**src/rtl/sd_mem_arbiter.sv**
```systemverilog
// Two-port arbiter sequencing single-byte ops onto a 1-cycle-latency synchronous buffer memory.
// Fixed 3-cycle request-to-ack, one op per 4 cycles; `SD_MEM_ARB_RR_EN selects round-robin over port-0 priority.
module sd_mem_arbiter #(
   parameter int ADDR_W = 32,
   parameter int DATA_W = 8
) (
   input  logic              i_clk,
   input  logic              i_rst_n,
   input  logic              i_req0,
   input  logic              i_wr_nrd0,
   input  logic [ADDR_W-1:0] i_addr0,
   input  logic [DATA_W-1:0] i_wdata0,
   input  logic              i_req1,
   input  logic              i_wr_nrd1,
   input  logic [ADDR_W-1:0] i_addr1,
   input  logic [DATA_W-1:0] i_wdata1,
   output logic              o_ack0,
   output logic              o_ack1,
   output logic [DATA_W-1:0] o_rdata0,
   output logic [DATA_W-1:0] o_rdata1,
   output logic [ADDR_W-1:0] o_mem_addr,
   output logic [DATA_W-1:0] o_mem_wdata,
   output logic              o_mem_write,
   input  logic [DATA_W-1:0] i_mem_rdata,
   output logic              o_busy
);

   typedef enum logic [1:0] {
      ST_IDLE  = 2'd0,
      ST_ISSUE = 2'd1,
      ST_WAIT  = 2'd2,
      ST_ACK   = 2'd3
   } state_t;

   state_t            state_q, state_d;

   logic              gnt_vld;
   logic              gnt_id;
   logic              gnt_wr;
   logic [ADDR_W-1:0] gnt_addr;
   logic [DATA_W-1:0] gnt_wdata;

   logic              id_q, id_d;
   logic              wr_q, wr_d;
   logic              ack0_q, ack0_d;
   logic              ack1_q, ack1_d;
   logic [DATA_W-1:0] rdata0_q, rdata0_d;
   logic [DATA_W-1:0] rdata1_q, rdata1_d;
   logic [ADDR_W-1:0] mem_addr_q, mem_addr_d;
   logic [DATA_W-1:0] mem_wdata_q, mem_wdata_d;
   logic              mem_write_q, mem_write_d;
   logic              busy_q, busy_d;

   assign gnt_vld = i_req0 | i_req1;

`ifdef SD_MEM_ARB_RR_EN
   logic last_q, last_d;

   // Tie goes to the port not granted last; a lone requester always wins.
   assign gnt_id = i_req1 & (~i_req0 | ~last_q);
   assign last_d = ((state_q == ST_IDLE) && gnt_vld) ? gnt_id : last_q;

   always_ff @(posedge i_clk) begin
      if (!i_rst_n) begin
         last_q <= 1'b1;
      end else begin
         last_q <= last_d;
      end
   end
`else
   assign gnt_id = ~i_req0;
`endif

   assign gnt_wr    = gnt_id ? i_wr_nrd1 : i_wr_nrd0;
   assign gnt_addr  = gnt_id ? i_addr1   : i_addr0;
   assign gnt_wdata = gnt_id ? i_wdata1  : i_wdata0;

   always_ff @(posedge i_clk) begin
      if (!i_rst_n) begin
         state_q <= ST_IDLE;
      end else begin
         state_q <= state_d;
      end
   end

   always_comb begin
      state_d = state_q;
      case (state_q)
         ST_IDLE:  if (gnt_vld) state_d = ST_ISSUE;
         ST_ISSUE: state_d = ST_WAIT;
         ST_WAIT:  state_d = ST_ACK;
         ST_ACK:   state_d = ST_IDLE;
         default:  state_d = ST_IDLE;
      endcase
   end

   // Address and write data hold their last value; only mem_write qualifies a write.
   always_comb begin
      id_d        = id_q;
      wr_d        = wr_q;
      ack0_d      = 1'b0;
      ack1_d      = 1'b0;
      rdata0_d    = rdata0_q;
      rdata1_d    = rdata1_q;
      mem_addr_d  = mem_addr_q;
      mem_wdata_d = mem_wdata_q;
      mem_write_d = 1'b0;
      busy_d      = (state_d != ST_IDLE);
      case (state_q)
         ST_IDLE: begin
            if (gnt_vld) begin
               id_d        = gnt_id;
               wr_d        = gnt_wr;
               mem_addr_d  = gnt_addr;
               mem_wdata_d = gnt_wdata;
               mem_write_d = gnt_wr;
            end
         end
         ST_WAIT: begin
            if (!wr_q) begin
               if (id_q) begin
                  rdata1_d = i_mem_rdata;
               end else begin
                  rdata0_d = i_mem_rdata;
               end
            end
            ack0_d = ~id_q;
            ack1_d = id_q;
         end
         default: ;
      endcase
   end

   always_ff @(posedge i_clk) begin
      if (!i_rst_n) begin
         id_q        <= 1'b0;
         wr_q        <= 1'b0;
         ack0_q      <= 1'b0;
         ack1_q      <= 1'b0;
         rdata0_q    <= '0;
         rdata1_q    <= '0;
         mem_addr_q  <= '0;
         mem_wdata_q <= '0;
         mem_write_q <= 1'b0;
         busy_q      <= 1'b0;
      end else begin
         id_q        <= id_d;
         wr_q        <= wr_d;
         ack0_q      <= ack0_d;
         ack1_q      <= ack1_d;
         rdata0_q    <= rdata0_d;
         rdata1_q    <= rdata1_d;
         mem_addr_q  <= mem_addr_d;
         mem_wdata_q <= mem_wdata_d;
         mem_write_q <= mem_write_d;
         busy_q      <= busy_d;
      end
   end

   assign o_ack0      = ack0_q;
   assign o_ack1      = ack1_q;
   assign o_rdata0    = rdata0_q;
   assign o_rdata1    = rdata1_q;
   assign o_mem_addr  = mem_addr_q;
   assign o_mem_wdata = mem_wdata_q;
   assign o_mem_write = mem_write_q;
   assign o_busy      = busy_q;

endmodule

```
**config.mk**
```make
export PLATFORM = sky130hd
export DESIGN_NAME = sd_mem_arbiter
export DESIGN_NICKNAME = d
export VERILOG_FILES = /design/src/rtl/sd_mem_arbiter.sv
export SDC_FILE = /design/constraint.sdc
export NUM_CORES = 1
export LEC_CHECK = 0
export BUFFER_PORTS_ARGS = -buffer_cell sky130_fd_sc_hd__buf_2
export CORE_MARGIN = 4
export CORE_UTILIZATION = 45
export DETAILED_ROUTE_END_ITERATION = 8
export MAX_ROUTING_LAYER = met4
export PLACE_DENSITY = 0.8
export SETUP_SLACK_MARGIN = 0.5
export SLEW_MARGIN = 10
export SYNTH_ARGS = -nofsm -noshare
export SYNTH_HDL_FRONTEND = slang
export SYNTH_SLANG_ARGS = --single-unit
```
**constraint.sdc**
```tcl
create_clock -name i_clk -period 1.5 [get_ports i_clk]
set_input_delay 0.225 -clock i_clk [delete_from_list [all_inputs] [get_ports i_clk]]
set_output_delay 0.225 -clock i_clk [all_outputs]
set_load 0.01 [all_outputs]
```
After elaboration in Yosys (flattened, before gate mapping)
Cells that the tools add are included.

Flip-flop bits (word level): 64. Bits of input ports: 94. Output and inout bits: 60. Logic and storage cells: 30.

Equal/unequal tests: 3. Mux-type cells: 5. Bitwise operators: 4. Reduce and logical (&&, ||, !) cells: 7.

Operators with widths (number): two-way mux 32 bit (1); AND reduction 3 bit (3); two-way mux 8 bit (1); one-hot mux 2 bit (4 select lines) (1); equality test 2 bit, second input constant (2); AND reduction 2 bit (2); inverter 1 bit (3); equality test 2 x 1 -> 1 bit, second input constant (1); logical NOT 2 bit (1); two-way mux 2 bit (1); nonzero test 2 bit (1); two-way mux 1 bit (1); bitwise OR 1 bit (1).

Logic depth before layout (Yosys ltp)
Gate-level depths: netlist of the first run.

Depth after elaboration: 4. Depth in mapped cells: 6. Mapped depth without buffers: 5.

Worst setup path after synthesis of the first run
No wires, ideal clock.

Kind: reg-to-reg. Start: register state_q[0]. End: register rdata0_q[0] (netlist: o_rdata0[0]). Library setup time: 128 ps. Arrival time: 1175 ps. Data required time: 1372 ps. Setup slack: 197 ps. Cell stages (with the launch flop): 7. Buffers on the path: 1. Clock period less this slack: 1303 ps. Path through: dfxtp_1 > inv_1 > ha_1 > nor3b_1 > buf_4 > mux2i_1 > nor2_1.

Word-level cells in the longest chain between the ends: 2.

Ends and longest elaborated chain: start, declared (RTL line 35) `state_t state_q, state_d;`; start signal, assigned (RTL line 82) `state_q <= state_d;`; equality test 2 bit (RTL line 109) `case (state_q)`; AND reduction 3 bit (no source line); end signal, assigned (RTL line 151) `rdata0_q <= rdata0_d;`; end, declared (RTL line 47) `logic [DATA_W-1:0] rdata0_q, rdata0_d;`.

Every way passes these cells. A chain may end at the register's enable or synchronous reset.

Final worst setup path of the first run
Start: register state_q[1]. End: register mem_addr_q[27] (netlist: o_mem_addr[27]).

Word-level cells in the longest chain between the ends: 2.

Ends and longest elaborated chain: logical NOT 2 bit (RTL line 109); AND reduction 2 bit (no source line); end signal, assigned (RTL line 153) `mem_addr_q <= mem_addr_d;`; end, declared (RTL line 49) `logic [ADDR_W-1:0] mem_addr_q, mem_addr_d;`.

Every way passes these cells.

==> flow_metrics.env, run 1 <==
export IMPL_rsz0062_at_grt="true"
export IMPL_core_um2=6060
export IMPL_ys_ff_latch=64
export IMPL_maxCapViolations=0
export IMPL_final_nets=535
export IMPL_timing_rr_start="state_q[1]$_SDFF_PN0_"
export IMPL_grt_use_total=0.224
export IMPL_p_per_area_nw_per_um2=1490
export IMPL_dp_hpwl_um=5270
export IMPL_relSlewSlack=0.714
export IMPL_final_cell_mix="buf_2, buf_6, dfxtp_2"
export IMPL_yosysSeqAreaShare=0.448
export IMPL_dpl_cell_count=439
export IMPL_startpoint_type="flop"
export IMPL_cts_buffers=9
export IMPL_grt_pass1_wl_um=12800
export IMPL_ff_latch_area_um2=1360
export IMPL_cts_clk_slew_worst_paths_ps=80
export IMPL_period_minus_slack_ps=1330
export IMPL_drc_errors=0
export IMPL_slew_violations=0
export IMPL_cts_root_buffer_cell="clkbuf_8"
export IMPL_layout_commonest_cell="buf_2"
export IMPL_grt_pass1_vias=2719
export IMPL_synthToLayoutAreaGrowth_pct=75.8
export IMPL_worstMarginPinSlew_ps=426
export IMPL_finalSetupViolCount=0
export IMPL_yosys_warnings=0
export IMPL_synth_cells=219
export IMPL_num_rows=28
export IMPL_hold_start="i_mem_rdata[5]"
export IMPL_r2r_end="o_mem_addr[27]$_SDFFE_PN0P_"
export IMPL_synth_cell_types=25
export IMPL_arrival_ps=1550
export IMPL_hold_class="input port to flop"
export IMPL_finalPower_mw=7.47
export IMPL_fillers=327
export IMPL_drtPass1Iterations=4
export IMPL_cts_max_level=3
export IMPL_r2r_cells=6
export IMPL_synth_area_per_cell_um2=13.1
export IMPL_hold_depth=3
export IMPL_final_layout_size_suffix_gt1_frac=0.801
export IMPL_fin_crit_sh=0.889
export IMPL_finalNonFillerCells=518
export IMPL_ir_drop_uv=838
export IMPL_die_y_um=87.7
export IMPL_p_leak_nw=2.43
export IMPL_start_util=0.472
export IMPL_cts_tree="done"
export IMPL_synth_area_um2=2860
export IMPL_grt_max_degree=29
export IMPL_status="finished, final reports clean"
export IMPL_antenna_found_initial=0
export IMPL_grt_overflow_total=0
export IMPL_die_w_um=87.7
export IMPL_hold_buffers=0
export IMPL_clockBufferDepth=2
export IMPL_avgRoutedWirePerCell_um=18.2
export IMPL_rrSetupSlack_ps=170
export IMPL_multiInputGateArea_um2=1530
export IMPL_clk_insertion_delay_late_ps=340
export IMPL_die_area_um2=7700
export IMPL_finClkSkew_ps=13.5
export IMPL_synth_nets=316
export IMPL_fin_area_um2=5030
export IMPL_ios=154
export IMPL_whs_endpoint="o_rdata1[5]$_SDFFE_PN0P_"
export IMPL_tns_ps=0
export IMPL_num_vias=2588
export IMPL_clock_sinks=64
export IMPL_antenna_diode_count=0
export IMPL_required_ps=1720
export IMPL_crit_fanout=10
export IMPL_crit_type="flop to flop"
export IMPL_cp_end_kind="flop"
export IMPL_hold_violations=0
export IMPL_dr_first_iter_drc_count=40
export IMPL_place_gp_congestion=0.779
export IMPL_port_buffers=153
export IMPL_viasPerCell=5.00
export IMPL_fmax_mhz=750
export IMPL_wirelength_um=9420
export IMPL_dpl_instance_area_um2=3730
export IMPL_antenna_left=0
-- power breakdown --
group          switching, mW  internal [mW]  total (mW)
combinational           1.49           2.18        3.67
clock                  0.674          0.632        1.31
sequential             0.310           2.19        2.50
total                   2.48           5.00        7.47
-- worst max-delay path by stage --
stage	end	cells past startpoint	startpoint	slack, ps
finish	o_mem_addr[27]$_SDFFE_PN0P_	6	state_q[1]$_SDFF_PN0_	170
global route	o_rdata0[2]$_SDFFE_PN0P_	6	state_q[0]$_SDFF_PN0_	90
CTS	o_rdata0[0]$_SDFFE_PN0P_	6	state_q[0]$_SDFF_PN0_	230
detailed placement	o_rdata0[0]$_SDFFE_PN0P_	6	state_q[0]$_SDFF_PN0_	210
global placement	o_mem_addr[30]$_SDFFE_PN0P_	4	i_req0	250
floorplan	o_rdata0[0]$_SDFFE_PN0P_	6	state_q[0]$_SDFF_PN0_	310
-- sequential cells by signal, indices dropped and copies added (netlist names) --
| register | cells |
|---|---|
| o_mem_write | 1 |
| o_ack0 | 1 |
| id_q | 1 |
| o_mem_wdata | 8 |
| o_busy | 1 |
| o_mem_addr | 32 |
| o_rdata1 | 8 |
| o_ack1 | 1 |
| o_rdata0 | 8 |
| wr_q | 1 |
| state_q | 2 |
-- cell usage after synthesis (all sizes together) --
library cell,number,area [um^2]
and3,1,6.26
o211ai,1,12.5
a21o,1,7.51
nor3b,1,7.51
nor2,19,87.6
o21a,2,22.5
inv,3,13.8
nand2,3,11.3
buf,16,158
mux2i,56,561
dfxtp,64,1280
nor3,1,5.00
a211oi,1,7.51
ha,3,37.5
o2bb2ai,40,601
nand3b,2,15.0
a21oi,3,15.0
and2,2,12.5
-- metrics by stage --
| stage | utilization | hold WS, ps | setup slack, ps |
|---|---|---|---|
| after floorplan | - | 343 | 311 |
| after global placement | 0.615 | 454 | 250 |
| after detailed placement | 0.615 | 453 | 208 |
| after CTS | 0.762 | 129 | 227 |
| after global routing | 0.830 | 164 | 92.0 |
| final | 0.830 | 135 | 167 |
-- layer usage --
layer  track usage  wire length, um  vias to the layer above
met1         0.229             3310                     1232
met3        0.0348              439                       24
met5             -                0                        -
met2         0.421             5400                       88
met4        0.0948              266                        0
li1              -                -                     1244
-- timing repair --
item | CTS | global route
endpoints found under the hold margin | 0 | 0
gates resized for setup | 114 | 20
cloned | 0 | 7
endpoints found under the setup margin | 115 | 121
pin swaps | 8 | 17
setup buffers | 38 | 18
-- cells by family (layout without fill, tap and decap cells) --
family | count (synthesis) | after routing | share of synthesized area
buffers and inverters | 19 | 243 | 0.0599
multiplexers | 56 | 56 | 0.196
AND/OR/NAND/NOR | 29 | 29 | 0.0507
adder cells (fa/ha/maj) | 3 | 3 | 0.0131
flip-flops | 64 | 64 | 0.448
AO/OA/AOI/OAI | 48 | 48 | 0.233
-- final cells by class --
cell class | instances | share of cell area
clock buffer | 10 | 0.0274
clock inverter | 6 | 0.00696
inverter | 3 | 0.00323
multi-input combinational | 136 | 0.303
sequential | 64 | 0.270
tap | 75 | 0.0187
timing repair buffer | 224 | 0.371
-- critical path, cell delays in order (launching register included) --
cell and delay (ps):
dfxtp_2 360, inv_2 60, ha_4 170, buf_6 120
o211ai_4 180, clkbuf_16 270, o2bb2ai_2 70
(Power assumes the default switching activity.)
==> run 2: changes to the inputs <==
- REMOVE_ABC_BUFFERS: default -> 1
==> flow_metrics.env, run 2 (synthesis gave the netlist of run 1 again) <==
export IMPL_ir_drop_uv=1100
export IMPL_clk_insertion_delay_late_ps=330
export IMPL_hold_start="i_mem_rdata[0]"
export IMPL_fmax_mhz=699
export IMPL_layout_commonest_cell="buf_2"
export IMPL_crit_type="flop to flop"
export IMPL_hold_class="input port to flop"
export IMPL_startpoint_type="flop"
export IMPL_drc_errors=0
export IMPL_r2r_end="o_mem_addr[23]$_SDFFE_PN0P_"
export IMPL_die_w_um=87.7
export IMPL_die_area_um2=7700
export IMPL_largest_reg_flops=32
export IMPL_hold_violations=0
export IMPL_finClkSkew_ps=7.78
export IMPL_timing_rr_start="state_q[0]$_SDFF_PN0_"
export IMPL_grt_pass1_vias=2886
export IMPL_period_minus_slack_ps=1430
export IMPL_viasPerCell=5.11
export IMPL_dp_hpwl_um=5070
export IMPL_num_rows=28
export IMPL_port_buffers=153
export IMPL_num_vias=2689
export IMPL_clock_sinks=64
export IMPL_avgRoutedWirePerCell_um=18.8
export IMPL_die_y_um=87.7
export IMPL_whs_endpoint="o_rdata1[0]$_SDFFE_PN0P_"
export IMPL_fillers=310
export IMPL_maxCapViolations=0
export IMPL_rsz0062_at_grt="true"
export IMPL_hold_depth=3
export IMPL_antenna_left=0
export IMPL_start_util=0.472
export IMPL_status="finished, final reports clean"
export IMPL_slew_violations=0
export IMPL_ios=154
export IMPL_cp_end_kind="flop"
export IMPL_p_leak_nw=2.46
export IMPL_clockBufferDepth=2
export IMPL_dpl_cell_count=443
export IMPL_worstMarginPinSlew_ps=419
export IMPL_antenna_found_initial=0
export IMPL_cts_tree="done"
export IMPL_arrival_ps=1630
export IMPL_fin_crit_sh=0.954
export IMPL_relSlewSlack=0.719
export IMPL_final_nets=544
export IMPL_final_cell_mix="buf_2, buf_6, buf_4"
export IMPL_grt_overflow_total=0
export IMPL_finalNonFillerCells=526
export IMPL_crit_fanout=13
export IMPL_r2r_cells=7
export IMPL_place_gp_congestion=0.819
export IMPL_grt_max_degree=46
export IMPL_grt_pass1_wl_um=13700
export IMPL_cts_max_level=3
export IMPL_synthToLayoutAreaGrowth_pct=78.1
export IMPL_grt_use_total=0.241
export IMPL_dr_first_iter_drc_count=67
export IMPL_cts_clk_slew_worst_paths_ps=70
export IMPL_core_um2=6060
export IMPL_cts_buffers=9
export IMPL_p_per_area_nw_per_um2=1510
export IMPL_required_ps=1700
export IMPL_final_layout_size_suffix_gt1_frac=0.807
export IMPL_wirelength_um=9890
export IMPL_drtPass1Iterations=5
export IMPL_tns_ps=0
export IMPL_finalSetupViolCount=0
export IMPL_rrSetupSlack_ps=70
export IMPL_cts_root_buffer_cell="clkbuf_8"
export IMPL_antenna_diode_count=0
-- run 2: cell types whose count changed in the layout (fill, tap and decap cells not counted), moves of 3 or more --
cell	change
o2bb2ai_4	+4
buf_4	+7
clkbuf_16	-5
o2bb2ai_2	-4
nor2_4	+3
-- run 2: worst max path at each step --
stage                           from                          end  slack (ps)  depth (start not counted)
2_1_floorplan                 i_req1   o_mem_addr[0]$_SDFFE_PN0P_        -630                          2
3_3_place_gp   state_q[0]$_SDFF_PN0_            wr_q$_SDFFE_PN0P_        -120                          5
3_5_place_dp   state_q[0]$_SDFF_PN0_            wr_q$_SDFFE_PN0P_        -150                          5
4_1_cts        state_q[0]$_SDFF_PN0_     o_rdata0[3]$_SDFFE_PN0P_         160                          7
5_1_grt        state_q[0]$_SDFF_PN0_  o_mem_addr[23]$_SDFFE_PN0P_          50                          7
6_report       state_q[0]$_SDFF_PN0_  o_mem_addr[23]$_SDFFE_PN0P_          70                          7
-- run 2: metrics by stage --
stage	total power [mW]	utilization	worst slack (ps)	area [um^2]	hold slack (ps)
6_report	7.69	0.841	69.7	5100	143
5_1_grt	8.04	0.841	46.6	5100	152
4_1_cts	7.01	0.785	158	4760	139
3_5_place_dp	4.47	0.613	-153	3710	454
3_3_place_gp	4.42	0.613	-121	3710	455
2_1_floorplan	3.55	-	-627	2700	321
-- run 2: power breakdown --
part           total, mW  internal (mW)  switching [mW]
combinational       3.89           2.23            1.66
sequential          2.49           2.18           0.306
clock               1.32          0.670           0.647
-- run 2: repair_timing --
action / CTS / global route
endpoints found under the setup margin: 121 / 124
hold buffers: 0 / 0
cloned: 4 / 2
gates resized for setup: 124 / 26
setup buffers: 43 / 19
pin swaps: 11 / 27
-- run 2: worst max-delay path: stages, from the launching register on --
cell	delay [ps]
dfxtp_2	340
inv_2	40
buf_4	140
ha_4	170
buf_6	120
o211ai_4	170
buf_12	220
o2bb2ai_2	100
-- run 2: layer usage --
| metal | part of all wire | global-route usage | vias up | wire [um] |
|---|---|---|---|---|
| li1 | - | - | 1262 | - |
| met1 | 0.36 | 0.240 | 1307 | 3520 |
| met2 | 0.56 | 0.442 | 95 | 5550 |
| met3 | 0.047 | 0.0640 | 25 | 465 |
| met4 | 0.036 | 0.0934 | 0 | 353 |
| met5 | 0 | - | - | 0 |
-- run 2: area by class of cell --
cell class              instances  area [um^2]  area share
inverters                       3         13.8     0.00270
clock inverters                 4         20.0     0.00393
clock buffers                  11          151      0.0297
multi-input cells             139         1610       0.316
well taps                      75         93.8      0.0184
flip-flops and latches         64         1360       0.267
repair buffers                230         1850       0.363
==> run 3: changes to the inputs <==
- CORE_UTILIZATION: 45 -> 40
- PLACE_DENSITY: 0.8 -> 0.76
- REMOVE_ABC_BUFFERS: 1 -> default
- clock period: 1.5 -> 1.2 ns (I/O delays scaled with it)
==> flow_metrics.env, run 3 (synthesis gave the netlist of run 1 again) <==
export IMPL_status="finished, violations left"
export IMPL_violations="setup timing"
export IMPL_wirelength_um=8480
export IMPL_grt_overflow_total=0
export IMPL_finClkSkew_ps=9.67
export IMPL_crit_family="flip-flops"
export IMPL_largest_reg_flops=32
export IMPL_swShare=0.334
export IMPL_whs_endpoint="o_rdata1[2]$_SDFFE_PN0P_"
export IMPL_rsz0062_at_grt="true"
export IMPL_ir_drop_uv=1120
export IMPL_crit_type="flop to flop"
export IMPL_power_switching_mw=2.99
export IMPL_startpoint_type="flop"
export IMPL_cts_clk_slew_worst_paths_ps=80
export IMPL_seq_power_share=0.346
export IMPL_clock_sinks=64
export IMPL_dpl_cell_count=467
export IMPL_grt_pass1_vias=2772
export IMPL_maxCapViolations=0
export IMPL_relSlewSlack=0.815
export IMPL_fin_ws_ps=-118
export IMPL_antenna_diode_count=0
export IMPL_final_layout_size_suffix_gt1_frac=0.808
export IMPL_antenna_left=0
export IMPL_combPwrFrac=0.473
export IMPL_required_ps=1430
export IMPL_critical_path_cell_chain="inv_4 -> ha_4 -> nor3b_2 -> buf_6 -> mux2i_2 -> nor2_1"
export IMPL_finalNonFillerCells=534
export IMPL_antenna_found_initial=0
export IMPL_dr_first_iter_drc_count=38
export IMPL_r2r_cells=6
export IMPL_port_buffers=153
export IMPL_final_nets=530
export IMPL_p_clk_frac=0.181
export IMPL_layout_commonest_cell="buf_2"
export IMPL_place_gp_congestion=0.740
export IMPL_cts_buffers=9
export IMPL_slew_violations=0
export IMPL_slowest_delay_ps=340
export IMPL_synthToLayoutAreaGrowth_pct=71.5
export IMPL_fin_area_um2=4910
export IMPL_cts_max_level=3
export IMPL_arrival_ps=1550
export IMPL_hold_class="input port to flop"
export IMPL_die_w_um=92.6
export IMPL_p_int_mw=5.98
export IMPL_finalSetupViolCount=51
export IMPL_viasPerCell=4.79
export IMPL_crit_fanout=8
export IMPL_fin_crit_sh=1.10
export IMPL_dp_hpwl_um=5340
export IMPL_fillers=498
export IMPL_finalPower_mw=8.97
export IMPL_rrSetupSlack_ps=-120
export IMPL_critPathBufInv=2
export IMPL_tns_ps=-3000
export IMPL_timing_rr_start="state_q[0]$_SDFF_PN0_"
export IMPL_final_cell_mix="buf_2, buf_6, dfxtp_2"
export IMPL_ios=154
export IMPL_hold_violations=0
export IMPL_cts_root_buffer_cell="clkbuf_8"
export IMPL_cp_slowest_cell="dfxtp_2"
export IMPL_fin_hold_ws_ps=91.1
export IMPL_cp_end_kind="flop"
export IMPL_p_leak_nw=2.36
export IMPL_period_minus_slack_ps=1320
export IMPL_hold_buffers=0
export IMPL_r2r_end="o_rdata0[4]$_SDFFE_PN0P_"
export IMPL_num_vias=2557
export IMPL_cts_tree="done"
export IMPL_grt_pass1_wl_um=13000
export IMPL_dpl_instance_area_um2=3830
export IMPL_hold_start="i_mem_rdata[2]"
export IMPL_die_y_um=92.6
export IMPL_drtPass1Iterations=4
export IMPL_drc_errors=0
export IMPL_fmax_mhz=759
export IMPL_grt_use_total=0.197
export IMPL_die_area_um2=8570
export IMPL_p_per_area_nw_per_um2=1830
export IMPL_num_rows=30
export IMPL_hold_depth=3
export IMPL_worstMarginPinSlew_ps=270
export IMPL_clockBufferDepth=2
export IMPL_core_um2=6870
export IMPL_grt_max_degree=30
export IMPL_clk_insertion_delay_late_ps=330
export IMPL_avgRoutedWirePerCell_um=15.9
export IMPL_start_util=0.417
-- run 3: changes by cell type in the layout (fill, tap and decap cells not counted), moves of 4 or more --
cell,previous run,this run
buf_4,63,54
o2bb2ai_4,7,1
nor2_4,4,0
o2bb2ai_2,33,39
-- run 3: power groups by stage --
stage / clock network (mW) / logic, mW / registers [mW]
2_1_floorplan: 0 / 1.61 / 3.22
3_3_place_gp: 0 / 2.72 / 3.00
3_5_place_dp: 0 / 2.78 / 3.01
4_1_cts: 1.66 / 3.85 / 3.07
5_1_grt: 1.73 / 4.53 / 3.17
6_report: 1.62 / 4.25 / 3.10
-- run 3: cell type report --
type                            count  area (um^2)  area share
Timing Repair Buffer              219         1740       0.354
Multi-Input combinational cell    136         1510       0.307
Sequential cell                    64         1360       0.276
Clock buffer                        9          124      0.0252
Tap cell                           96          120      0.0245
Clock inverter                      7         47.5     0.00969
Inverter                            3         16.3     0.00331
-- run 3: worst max-delay path by stage --
stage                           from                     endpoint  cells past startpoint
6_report       state_q[0]$_SDFF_PN0_     o_rdata0[4]$_SDFFE_PN0P_                      6
5_1_grt        state_q[0]$_SDFF_PN0_     o_rdata0[4]$_SDFFE_PN0P_                      6
4_1_cts        state_q[0]$_SDFF_PN0_     o_rdata0[3]$_SDFFE_PN0P_                      6
3_5_place_dp   state_q[1]$_SDFF_PN0_  o_mem_wdata[2]$_SDFFE_PN0P_                      6
3_3_place_gp   state_q[1]$_SDFF_PN0_  o_mem_wdata[4]$_SDFFE_PN0P_                      6
2_1_floorplan  state_q[0]$_SDFF_PN0_     o_rdata0[0]$_SDFFE_PN0P_                      6
-- run 3: per-stage QoR --
step	util	setup WS (ps)
5_1_grt	0.715	-180
3_3_place_gp	0.557	-31.6
2_1_floorplan	-	10.7
3_5_place_dp	0.557	-51.0
4_1_cts	0.687	-60.3
6_report	0.715	-118
-- run 3: worst reg2reg max path, cell delays in order (launching register included) --
cell	delay (ps)
dfxtp_2	340
inv_4	70
ha_4	130
nor3b_2	170
buf_6	190
mux2i_2	260
nor2_1	60
-- run 3: layer usage --
layer / wire (um) / vias up / track usage
li1: - / 1240 / -
met2: 4650 / 100 / 0.368
met5: 0 / - / -
met3: 520 / 13 / 0.0422
met4: 155 / 0 / 0.0755
met1: 3150 / 1204 / 0.201
-- run 3: repair_timing --
item	in CTS	in global routing
setup buffers	37	13
setup endpoints to repair	124	124
gates cloned	1	0
hold endpoints to repair	0	0
pin swaps	5	7
resized for setup	111	22
